===== src/rtl/seq_shift_add_multplr.sv =====
// Sequential shift-and-add unsigned multiplier with a start/busy/done handshake.
// One add-and-shift iteration per clock; the product register only changes at completion or reset.
module seq_shift_add_multplr #(
   parameter  int WIDTH = 4,
   localparam int CNT_W = $clog2(WIDTH+1)
) (
   input  logic               clk,
   input  logic               clr,
   input  logic               start,
   input  logic [WIDTH-1:0]   a,
   input  logic [WIDTH-1:0]   b,
   output logic               busy,
   output logic               done,
   output logic [2*WIDTH-1:0] product
);

   // state | meaning
   // IDLE  | waiting for start; product holds the last result
   // CALC  | one add/shift iteration per edge, WIDTH iterations total
   typedef enum logic {IDLE, CALC} state_t;

   state_t            state, state_nxt;
   logic [WIDTH-1:0]  mcand, mplr, acc;
   logic [CNT_W-1:0]  count;
   logic [WIDTH:0]    sum;
   logic              load, last;

   always_comb begin
      state_nxt = state;
      load      = 1'b0;
      last      = 1'b0;
      sum       = {1'b0, acc} + (mplr[0] ? {1'b0, mcand} : '0);
      case (state)
         IDLE: if (start) begin
            load      = 1'b1;
            state_nxt = CALC;
         end
         CALC: if (count == CNT_W'(WIDTH-1)) begin
            last      = 1'b1;
            state_nxt = IDLE;
         end
         default: state_nxt = IDLE;
      endcase
   end

   always_ff @(posedge clk or negedge clr) begin
      if (!clr) state <= IDLE;
      else      state <= state_nxt;
   end

   // Add and shift are folded: the carry out of the add becomes the new acc MSB
   // and the sum LSB drops into the multiplier MSB in the same edge.
   always_ff @(posedge clk or negedge clr) begin
      if (!clr) begin
         mcand   <= '0;
         mplr    <= '0;
         acc     <= '0;
         count   <= '0;
         done    <= 1'b0;
         product <= '0;
      end else begin
         done <= last;
         if (load) begin
            mcand <= a;
            mplr  <= b;
            acc   <= '0;
            count <= '0;
         end else if (state == CALC) begin
            acc   <= sum[WIDTH:1];
            mplr  <= {sum[0], mplr[WIDTH-1:1]};
            count <= count + 1'b1;
            if (last) product <= {sum[WIDTH:1], sum[0], mplr[WIDTH-1:1]};
         end
      end
   end

   assign busy = (state == CALC);

endmodule


===== config.mk =====
export PLATFORM = sky130hd
export DESIGN_NAME = seq_shift_add_multplr
export DESIGN_NICKNAME = d
export VERILOG_FILES = /design/src/rtl/seq_shift_add_multplr.sv
export SDC_FILE = /design/constraint.sdc
export NUM_CORES = 1
export LEC_CHECK = 0
export ABC_AREA = 1
export BUFFER_PORTS_ARGS = -buffer_cell sky130_fd_sc_hd__clkbuf_2
export CAP_MARGIN = 20
export CORE_MARGIN = 5
export CORE_UTILIZATION = 35
export CTS_CLUSTER_SIZE = 30
export DETAILED_ROUTE_END_ITERATION = 8
export PLACE_DENSITY = 0.58
export SLEW_MARGIN = 20
export SYNTH_ARGS = -nofsm -noshare
export SYNTH_HDL_FRONTEND = slang
export SYNTH_SLANG_ARGS = --single-unit

===== constraint.sdc =====
create_clock -name clk -period 2.9 [get_ports clk]
set_clock_uncertainty 0.1 [all_clocks]
set_input_delay 0.58 -clock clk [delete_from_list [all_inputs] [get_ports clk]]
set_output_delay 0.58 -clock clk [all_outputs]
set_load 0.01 [all_outputs]

Word level (Yosys, flattened, before mapping):

Index checks and enable logic that the tools add are counted.

* input bits: 11
* word-level logic and storage cells: 27
* register bits: 25

* reduce and logical (&&, ||, !) cells: 2
* bitwise operators: 2
* mux-type cells: 13
* equality and inequality tests: 1
* $add $sub $neg: 2

Operator list (number)
* $mux 4: 5
* $mux 3: 2
* $add 4x4->5: 1
* $mux 1: 5
* $add 3x1->3 const B: 1
* $eq 3x2->1 const B: 1
* $reduce_and 3->1: 1
* $not 1->1: 2
* $pmux 1 s2: 1
* $reduce_bool 2->1: 1

Depth between registers and ports, before layout:

* word-level depth: 4
* depth in mapped cells: 9
* depth with buffers taken out: 9

Least setup slack after synthesis:

OpenSTA, ideal clock, no wires.

* path kind: register -> register
* start point: register mplr[0]
* end point: register product[7]
* path buffers: 0
* data required time: 2718 ps
* stages on the path, launching flop included: 8
* period minus slack after synthesis: 1575 ps
* data arrival time: 1393 ps
* setup slack: 1325 ps
* setup time: 82 ps
* path through: dfrtp_1 -> nand2_1 -> inv_1 -> ha_1 -> inv_1 -> fa_1 -> nand3b_1 -> a31oi_1

* cells in the longest elaborated chain, start to end: 2

Ends and longest elaborated chain
* start: declaration: line 23 `logic [WIDTH-1:0] mcand, mplr, acc;`
* start signal: assignment: line 70 `mplr <= {sum[0], mplr[WIDTH-1:1]};`
* $mux 4: line 32 `sum = {1'b0, acc} + (mplr[0] ? {1'b0, mcand} : '0);`
* $add 4x4->5: line 32
* end signal: assignment: line 72 `if (last) product <= {sum[WIDTH:1], sum[0], mplr[WIDTH-1:1]};`
* end: declaration: line 14 `output logic [2*WIDTH-1:0] product`

Every way passes these cells.
A chain may end at the register's enable or synchronous reset.

Worst setup path in the final report:

* start point: register state, in the netlist busy
* end point: output port busy

RTL lines
* start: declaration: line 22 `state_t state, state_nxt;`
* start signal: assignment: line 48 `else state <= state_nxt;`
* end: declaration: line 12 `output logic busy,`

No word-level cell between the ends.

==> results_dict.tcl <==
set metrics [dict create \
    status "finished, final reports clean" \
    slowest_delay_ns 0.66 \
    drc 0 \
    max-vdd-ir-drop_mv 0.401 \
    crit_required_ns 2.22 \
    powerDensity_nw_per_um2 964 \
    cp-start-kind "register" \
    synthCells 121 \
    via_count 867 \
    cp_cell_sequence "clkbuf_2" \
    grt_pass1_vias 847 \
    critPathMaxFanout 8 \
    clk_latency_ns 0.32 \
    place_area_um2 1320 \
    synth_cell_types 25 \
    leakage_nw 0.716 \
    fp.dieW_um 68.2 \
    clk_path_buf_depth 2 \
    grt_usage_pct 11.0 \
    cp_top_family "flip-flops" \
    first_pass_iters 2 \
    slew_headroom_pct 58.7 \
    ys_warn_count 0 \
    grt_max_degree 26 \
    cts_sinks 25 \
    synth_area_um2 1190 \
    end_kind "output pin" \
    clkTransAtPathRegs_ns 0.13 \
    avgSynthCellArea_um2 9.81 \
    reg2regPathDepth 9 \
    drt_iter0_markers 72 \
    whs_ns 0.146 \
    fin_ws_ns 1.02 \
    layout_min_cycle_time_ns 1.88 \
    pre_cts_ws_ns 1.19 \
    worst_slew_pin_slew_ns 0.620 \
    start_util_pct 35.9 \
    setup_viol 0 \
    fmax_ghz 0.533 \
    holdCritPathClass "input pin to async pin" \
    period_share_pct 64.7 \
    path_buf_inv 1 \
    crit_type "register to output pin" \
    hpwl_um 1690 \
    hold_viol_final 0 \
    wl_per_cell_um 11.5 \
    gp_congestion 0.865 \
    final_max_slew_viol_count 0 \
    utilization_pct 40.7 \
    grt_pass1_wl_um 3850 \
    post_cts_resized 0 \
    io_pins 21 \
    ys_seq_elements 25 \
    fillers 352 \
    antenna_found_initial 0 \
    maxCapViolations 0 \
    root_buffer "clkbuf_4" \
    worstPathArrival_ns 1.20 \
    drive_gt1_share_pct 24.5 \
    coreArea_um2 3310 \
    finalInstanceArea_um2 1350 \
    syn_to_final_growth_pct 13.6 \
    syn_nets 139 \
    tns_ns 0 \
    rsz0062_at_grt "false" \
    viasPerCell 4.59 \
    ys_seq_area_share_pct 52.7 \
    cts_buffers 3 \
    final_nets 162 \
    h-tree-depth 1 \
    dieHeight_um 68.2 \
    wirelength_um 2180 \
    postCtsSetupRepairBufs 0 \
    rows 21 \
    portBuffers 20 \
    cp_num_cells 1 \
    num_antenna_cells 0 \
    tritoncts "yes" \
    dieArea_um2 4660 \
    cts_hold_buf 0 \
    gr-total-overflow 0 \
    antenna_left 0 \
    crit_slowest_cell "dfrtp_1" \
]
## flip-flops by register name, indices dropped and copies added, names as in the netlist
name and cells:
acc 4, busy 1, count 3, done 1, mcand 4, mplr 4, product 8
## final timing paths
kind	start	end	slack [ns]
max	busy	busy	1.02
min	clr	done	0.15
min in group clk	a[2]	mcand[2]	0.35
max reg2reg	mplr[0]	acc[3]	1.16
min reg2reg	count[0]	count[0]	0.39
max in group asynchronous	clr	mplr[3]	2.15
## synthesized netlist by cell type, drive strengths merged
master / n / share of area (%)
o21ai: 7 / 4.5
dfrtp: 25 / 53
ha: 6 / 6.3
nand3: 5 / 2.1
clkinv: 1 / 0.42
xor2: 1 / 0.74
o22ai: 2 / 1.1
nand2: 40 / 15
o221ai: 3 / 2.2
a31oi: 1 / 0.53
a22o: 1 / 0.74
fa: 1 / 1.7
buf: 2 / 1.9
nand3b: 1 / 0.63
o211ai: 1 / 0.63
a21oi: 3 / 1.3
nor2: 4 / 1.9
inv: 17 / 6.0
## final cells by class
cell class	count	area [µm²]	share of cell area, %
tap	46	57.6	4.27
timing repair buffer	20	100	7.42
sequential	25	626	46.4
clock buffer	4	26.3	1.95
multi-input combinational	76	463	34.3
inverter	18	76.3	5.66
## cells by family (layout without fill, tap and decap cells)
kind of cell	after synthesis	count (layout)	share of synthesized area, %
and+or+nand+nor	50	50	19.3
DFF	25	25	52.7
AOI/OAI and AO/OA	18	18	11.0
adders and majority gates	7	7	8.01
xor gates and xnor gates	1	1	0.738
buffers and inverters	20	42	8.32
## power by group
group	internal [W]	switching [W]	total, W
Sequential	0.000497	0.000102	0.000599
Clock	0.0000538	0.000102	0.000155
Combinational	0.000221	0.000325	0.000546
## per-layer routing
layer / vias to the layer above / wire length [µm] / global-route usage (%)
met3: 2 / 131 / 4.11
met5: - / 0 / 0
met4: 0 / 9 / 2.23
li1: 433 / - / -
met1: 416 / 1020 / 14.0
met2: 16 / 1020 / 17.8
## cells in the final DEF, fill, tap and decap left out, types with 2 or more instances in the layout
| cell type | Yosys | final |
|---|---|---|
| nand2_1 | 38 | 38 |
| dfrtp_1 | 25 | 25 |
| clkbuf_2 | 0 | 20 |
| inv_1 | 14 | 14 |
| ha_1 | 6 | 6 |
| nand3_1 | 5 | 5 |
| o21ai_2 | 5 | 5 |
| nor2_1 | 3 | 3 |
| o221ai_1 | 3 | 3 |
| a21oi_1 | 3 | 3 |
| clkbuf_4 | 0 | 3 |
| o22ai_1 | 2 | 2 |
| o21ai_0 | 2 | 2 |
## metrics by stage
stage,instances,power (W)
floorplan,121,0.00102
global placement,185,0.00114
detailed placement,185,0.00116
CTS,189,0.00132
global route,189,0.00142
finish,189,0.00130
No activity file was read; power rests on OpenSTA's default activity.
